==> src/rtl/stream_checker_cap_fifo.sv <==
// ---------------------------------------------------------------------------
// cap_fifo
// Capture FIFO for the stream checker. Power-of-two depth, pointers wrap
// naturally. A write while full is accepted only if a read is accepted in
// the same cycle; otherwise it is dropped and flagged on wr_drop_o.
//
// Ports
//   clk_i       system clock
//   rst_ni      asynchronous active-low reset
//   clr_i       synchronous clear, overrides write and read
//   wr_en_i     write request (capture event)
//   wr_data_i   data to write
//   wr_drop_o   write request refused because the FIFO is full
//   rd_en_i     read request; ignored while empty
//   rd_data_o   registered head data
//   rd_valid_o  one-cycle pulse marking a completed read
//   empty_o     occupancy is zero
//   full_o      occupancy equals DEPTH
//   count_o     occupancy
// ---------------------------------------------------------------------------
module cap_fifo #(
    parameter int WIDTH = 8,
    parameter int DEPTH = 8
) (
    input  logic                       clk_i,
    input  logic                       rst_ni,
    input  logic                       clr_i,
    input  logic                       wr_en_i,
    input  logic [WIDTH-1:0]           wr_data_i,
    output logic                       wr_drop_o,
    input  logic                       rd_en_i,
    output logic [WIDTH-1:0]           rd_data_o,
    output logic                       rd_valid_o,
    output logic                       empty_o,
    output logic                       full_o,
    output logic [$clog2(DEPTH):0]     count_o
);

    localparam int AW = $clog2(DEPTH);
    localparam logic [AW:0] FULL_CNT = (AW+1)'(DEPTH);

    logic [WIDTH-1:0] mem_q [DEPTH];
    logic [AW-1:0]    wptr_q, wptr_d;
    logic [AW-1:0]    rptr_q, rptr_d;
    logic [AW:0]      count_q, count_d;
    logic [WIDTH-1:0] rd_data_q, rd_data_d;
    logic             rd_valid_q, rd_valid_d;

    logic             empty_w;
    logic             full_w;
    logic             rd_ok_w;
    logic             wr_ok_w;

    assign empty_w = (count_q == '0);
    assign full_w  = (count_q == FULL_CNT);

    // A read frees the head slot in the same edge, so a simultaneous write
    // still fits when full. There is no bypass from write to read.
    assign rd_ok_w   = rd_en_i & ~empty_w;
    assign wr_ok_w   = wr_en_i & (~full_w | rd_ok_w);
    assign wr_drop_o = wr_en_i & full_w & ~rd_ok_w;

    // Next-state for pointers, occupancy and the read port; clear wins.
    always_comb begin
        wptr_d     = wptr_q;
        rptr_d     = rptr_q;
        count_d    = count_q;
        rd_data_d  = rd_data_q;
        rd_valid_d = 1'b0;
        if (clr_i) begin
            wptr_d    = '0;
            rptr_d    = '0;
            count_d   = '0;
            rd_data_d = '0;
        end else begin
            if (wr_ok_w) begin
                wptr_d = wptr_q + 1'b1;
            end
            if (rd_ok_w) begin
                rptr_d     = rptr_q + 1'b1;
                rd_data_d  = mem_q[rptr_q];
                rd_valid_d = 1'b1;
            end
            if (wr_ok_w && !rd_ok_w) begin
                count_d = count_q + 1'b1;
            end else if (rd_ok_w && !wr_ok_w) begin
                count_d = count_q - 1'b1;
            end
        end
    end

    // Control registers; reset returns the FIFO to empty.
    always_ff @(posedge clk_i or negedge rst_ni) begin
        if (!rst_ni) begin
            wptr_q     <= '0;
            rptr_q     <= '0;
            count_q    <= '0;
            rd_data_q  <= '0;
            rd_valid_q <= 1'b0;
        end else begin
            wptr_q     <= wptr_d;
            rptr_q     <= rptr_d;
            count_q    <= count_d;
            rd_data_q  <= rd_data_d;
            rd_valid_q <= rd_valid_d;
        end
    end

    // Storage array has no reset; the pointers alone define what is valid.
    always_ff @(posedge clk_i) begin
        if (wr_ok_w && !clr_i) begin
            mem_q[wptr_q] <= wr_data_i;
        end
    end

    assign rd_data_o  = rd_data_q;
    assign rd_valid_o = rd_valid_q;
    assign empty_o    = empty_w;
    assign full_o     = full_w;
    assign count_o    = count_q;

endmodule

==> config.mk <==
export PLATFORM = sky130hd
export DESIGN_NAME = cap_fifo
export DESIGN_NICKNAME = d
export VERILOG_FILES = /design/src/rtl/stream_checker_cap_fifo.sv
export SDC_FILE = /design/constraint.sdc
export NUM_CORES = 1
export LEC_CHECK = 0
export ABC_AREA = 1
export CORE_MARGIN = 1
export CORE_UTILIZATION = 54
export CTS_BUF_LIST = sky130_fd_sc_hd__clkbuf_8
export CTS_CLUSTER_DIAMETER = 100
export DETAILED_ROUTE_END_ITERATION = 10
export HOLD_SLACK_MARGIN = 0.06
export PLACE_DENSITY = 0.78
export SETUP_SLACK_MARGIN = 0.1
export SYNTH_ARGS = -nofsm -noshare
export SYNTH_HDL_FRONTEND = slang
export SYNTH_SLANG_ARGS = --single-unit
==> constraint.sdc <==
create_clock -name clk_i -period 1.75 [get_ports clk_i]
set_clock_uncertainty 0.15 [all_clocks]
set_input_delay 0.175 -clock clk_i [delete_from_list [all_inputs] [get_ports clk_i]]
set_output_delay 0.175 -clock clk_i [all_outputs]
set_load 0.005 [all_outputs]
Word-level counts from Yosys, hierarchy flattened
Memory sizes are Yosys's and may differ from the RTL's.
Cells that the tools add are included.
Widths: inputs -> output; s select.
{ "word_totals": {"ff_bits": 19, "ramBits": 64, "inputBits": 13, "out_inout_bits": 16, "word_cells": 42, "n_memories": 1} }
{ "memory_table": {"columns": ["memory", "words", "word_bits", "read_ports", "rd_clocked_by_memory_dff", "write_ports", "line", "text"], "rows": [
  ["mem_q", 8, 8, 1, 0, 1, "42", "logic [WIDTH-1:0] mem_q [DEPTH];"]
]} }
{ "op_classes": {"add_sub_neg": 4, "n_eq_ne": 1, "n_mux": 13, "bitwise_logic": 8, "reduce_logical": 10} }
{ "op_table": {"columns": ["cell", "n"], "rows": [
  ["$mux 8", 2],
  ["$mux 3", 4],
  ["$mux 4", 3],
  ["$add 3x1->3 const B", 2],
  ["$add 4x1->4 const B", 1],
  ["$and 1x1->1", 4],
  ["$eq 4x4->1 const B", 1],
  ["$logic_not 4->1", 1],
  ["$mux 1", 4],
  ["$reduce_bool 2->1", 2],
  ["$sub 4x1->4 const B", 1],
  ["$logic_and 1x1->1", 3],
  ["$logic_not 1->1", 3],
  ["$not 1->1", 3],
  ["$reduce_bool 3->1", 1],
  ["$or 1x1->1", 1]
]} }

Longest topological paths before layout
{ "depth": {"ltp_word": 10, "ltp_mapped": 13} }

Least setup slack after synthesis
Ideal clock, no wire load.
{ "synth_path": {"path_type": "flip-flop to flip-flop", "start": "register count_q[1] (netlist: count_o[1])", "end": "register count_q[3] (netlist: count_o[3])", "setup_time_ps": 116, "arrival_ps": 1671, "t_required_ps": 1484, "path_slack_ps": -188, "stages_incl_launch_ff": 14, "path_buffers": 0, "synth_period_minus_slack_ps": 1938, "path_cell_list": "dfrtp_1 -> nor2_4 -> nand2_2 -> nand2_4 -> nand3_4 -> ha_1 -> a21oi_1 -> nand2_1 -> nand2_1 -> nand2_1 -> nand2_1 -> nand2_1 -> nand2_1 -> nand2_1"} }
{ "synth_between": {"elab_chain_len": 8, "word_cells_on_any_way": 17} }
{ "synth_rtl": {"columns": ["item", "line", "text"], "rows": [
  ["start: declaration", "45", "logic [AW:0] count_q, count_d;"],
  ["start signal: assignment", "103", "count_q <= count_d;"],
  ["$logic_not 4->1", "54", "assign empty_w = (count_q == '0);"],
  ["$not 1->1", "59", "assign rd_ok_w = rd_en_i & ~empty_w;"],
  ["$and 1x1->1", "59", null],
  ["$or 1x1->1", "60", "assign wr_ok_w = wr_en_i & (~full_w | rd_ok_w);"],
  ["$and 1x1->1", "60", null],
  ["$logic_and 1x1->1 / $logic_not 1->1 (equally long branches)", "84, 86", null],
  ["$mux 4 / $logic_and 1x1->1 (equally long branches)", "84, 86", null],
  ["$mux 4 / $reduce_bool 3->1 (equally long branches)", null, null]
]} }
Parallel ways exist; a longest one is shown, timed or not. The select of a mux whose other input is x is not followed.
A chain may end at the register's enable or synchronous reset.

Final worst setup path
Ends and elaborated chain as after synthesis.

==> reports/metrics.csv <==
metric;value;unit
drv_cap;0;
startpoint_type;register;
finalNetCount;395;
cp_data_arrival_time;2070;ps
drc_errors;0;
htreeDepth;3;
worst_slack;-224;ps
crit_type;register to register;
dr.pass1.iters;5;
grt_pass1_wl;12.1;mm
clockBufferDepth;2;
p_seq_frac;0.393;
ant_nets;0;
dp.cells;428;
syn-cell-area;3490;um^2
synth.distinct_cells;24;
crit_slowest_cell;dfrtp_2;
dieArea;6800;um^2
cts_root_buf;clkbuf_8;
max_slew.worst_pin.slew;412;ps
first_iter_violations;298;
max_stage_delay;430;ps
rows;28;
io_buffer_count;28;
fmax;507;MHz
violations;negative setup slack;
whs_path_depth;2;
cts_buffers;9;
rsz0062_at_grt;yes;
synth_fp_nets;323;
wirelength;8.43;mm
gp_congestion;0.819;
diodes;0;
drive_above_1_share;0.285;
stdcell_count;457;
top_level_ports;29;
yosysWarnings;0;
endpoint_kind;register;
finalHoldViolCount;0;
final.setup.tns;-7830;ps
final_common_cell;edfxtp_1;
timing.rr.end;count_o[3];
pre_cts_slack;-293;ps
crit_required;1850;ps
antenna_found_initial;0;
cts.sinks;83;
die_y;82.4;um
p_comb_frac;0.398;
min_period;1970;ps
ys_seq_area_frac;0.686;
netlist_instances;305;
p_switching;2140;uW
fill_cells;395;
final_cell_mix;edfxtp_1 (64), nor2_1 (48), nand2_1 (45);
dr_total_vias;2660;
setup_viol;69;
min_from;rd_data_o[6];
r2r_slack;-220;ps
reg2regPathDepth;12;
power;6100;uW
area_growth;32.0;%
leakagePower;0.00179;uW
ys_ff_latch;83;
start_util;0.573;
syn_avg_cell_area;11.5;um^2
grt_start_max_net_pins;35;
track_usage;0.256;
grt_pass1_vias;2352;
peakVddDrop;0.984;mV
clk_latency;360;ps
cts_tree;done;
clkPwrFrac;0.208;
whs_endpoint;rd_data_o[6];
die_x;82.4;um
finalCritPeriodShare;1.13;
status;complete, but fails checks;
overflow;0;
via_per_inst;5.82;
min_path_type;register to register;
powerDensity;1320;nW/um^2
switching_share;0.351;
maxSlewHeadroom;0.724;
p_int;3960;uW
r2r-start;count_o[1];
cpMostUsedCell;nand2_1;
path_cells;nor2_4 -> nand2_2 -> nand2_4 -> nand3_4 -> ha_4 -> nand3_1 -> nand3_1 -> nand2_1 -> nand2_1 -> nand2_1 -> nand2_1 -> nand2_1;
dp_hpwl;5.28;mm
wl_per_cell;18.4;um
cp_max_fo;3;
path_clk_slew;90;ps
finalMaxSlewViolations;0;
utilization;0.757;
fp.coreArea;6100;um^2
power by group through the flow:
stage / registers [uW] / logic (uW) / clock network, uW
3_5_place_dp: 2430 / 1900 / 0
6_report: 2400 / 2430 / 1270
3_3_place_gp: 2420 / 1830 / 0
5_1_grt: 2420 / 2650 / 1360
4_1_cts: 2390 / 2050 / 1280
2_1_floorplan: 2460 / 1030 / 0
synthesized netlist by cell type (all sizes together):
library cell  number  area share
inv               15       0.016
a21oi              4      0.0068
nand2             53       0.061
nand3             16       0.028
clkinv             1      0.0011
o21ai             36       0.052
edfxtp            64        0.55
nor2              64       0.076
dfrtp             19        0.14
buf               11       0.017
ha                 4       0.014
fa                 1      0.0057
xnor2              1      0.0025
o211ai            16       0.034
how the worst max path moves through the flow:
| stage | cells after the start | to | start |
|---|---|---|---|
| 6_report | 12 | count_o[3] | count_o[1] |
| 5_1_grt | 12 | count_o[3] | count_o[1] |
| 4_1_cts | 13 | count_o[3] | count_o[0] |
| 3_5_place_dp | 8 | mem_q[2][2] | rd_en_i |
| 3_3_place_gp | 8 | mem_q[6][2] | rd_en_i |
| 2_1_floorplan | 12 | count_o[3] | count_o[1] |
worst max-delay path: cells and delay by family (launching register included):
family        cells  cell delay (ps)
simple gates     11              960
flops             1              430
fa+ha+maj         1              310
flip-flops by register name, indices dropped and copies added, names as in the netlist:
signal,cells
mem_q,64
rd_data_o,8
count_o,4
rptr_q,3
wptr_q,3
rd_valid_o,1
per-stage QoR:
stage | hold slack, ps | area, um^2
floorplan | -271 | 3520
detailed placement | 317 | 4080
global placement | 313 | 4080
global route | 362 | 4610
CTS | 338 | 4330
finish | 339 | 4610
metal layers:
layer / vias to the layer above / share of wire / track usage
li1: 1209 / - / -
met1: 1289 / 0.41 / 0.352
met2: 124 / 0.49 / 0.392
met3: 38 / 0.067 / 0.0473
met4: 0 / 0.033 / 0.123
met5: - / 0 / 0
area by class of cell:
class	count	area, um^2	area share
sequential	83	2400	0.520
inverter	16	67.6	0.0146
clock buffer	9	124	0.0268
clock inverter	7	58.8	0.0127
tap	75	93.8	0.0203
timing repair buffer	70	667	0.145
multi-input combinational	196	1200	0.259
timing repair inverter	1	7.51	0.00163
kinds of logic (layout without fill, tap and decap cells):
group	after synthesis	in the layout	share of synthesized area
adders and majority gates	5	5	0.0201
and+or+nand+nor	133	134	0.164
buffers and inverters	27	103	0.0344
AOI/OAI and AO/OA	56	56	0.0927
DFF	83	83	0.686
xor gates and xnor gates	1	1	0.00251
what timing repair did:
item,in CTS,in global routing
gates cloned,0,2
buffers inserted,5,6
hold endpoints to repair,19,0
hold buffers,1,0
endpoints found under the setup margin,74,82
resized for setup,24,57
pin swaps,4,20
No activity file was read; power rests on OpenSTA's default activity.
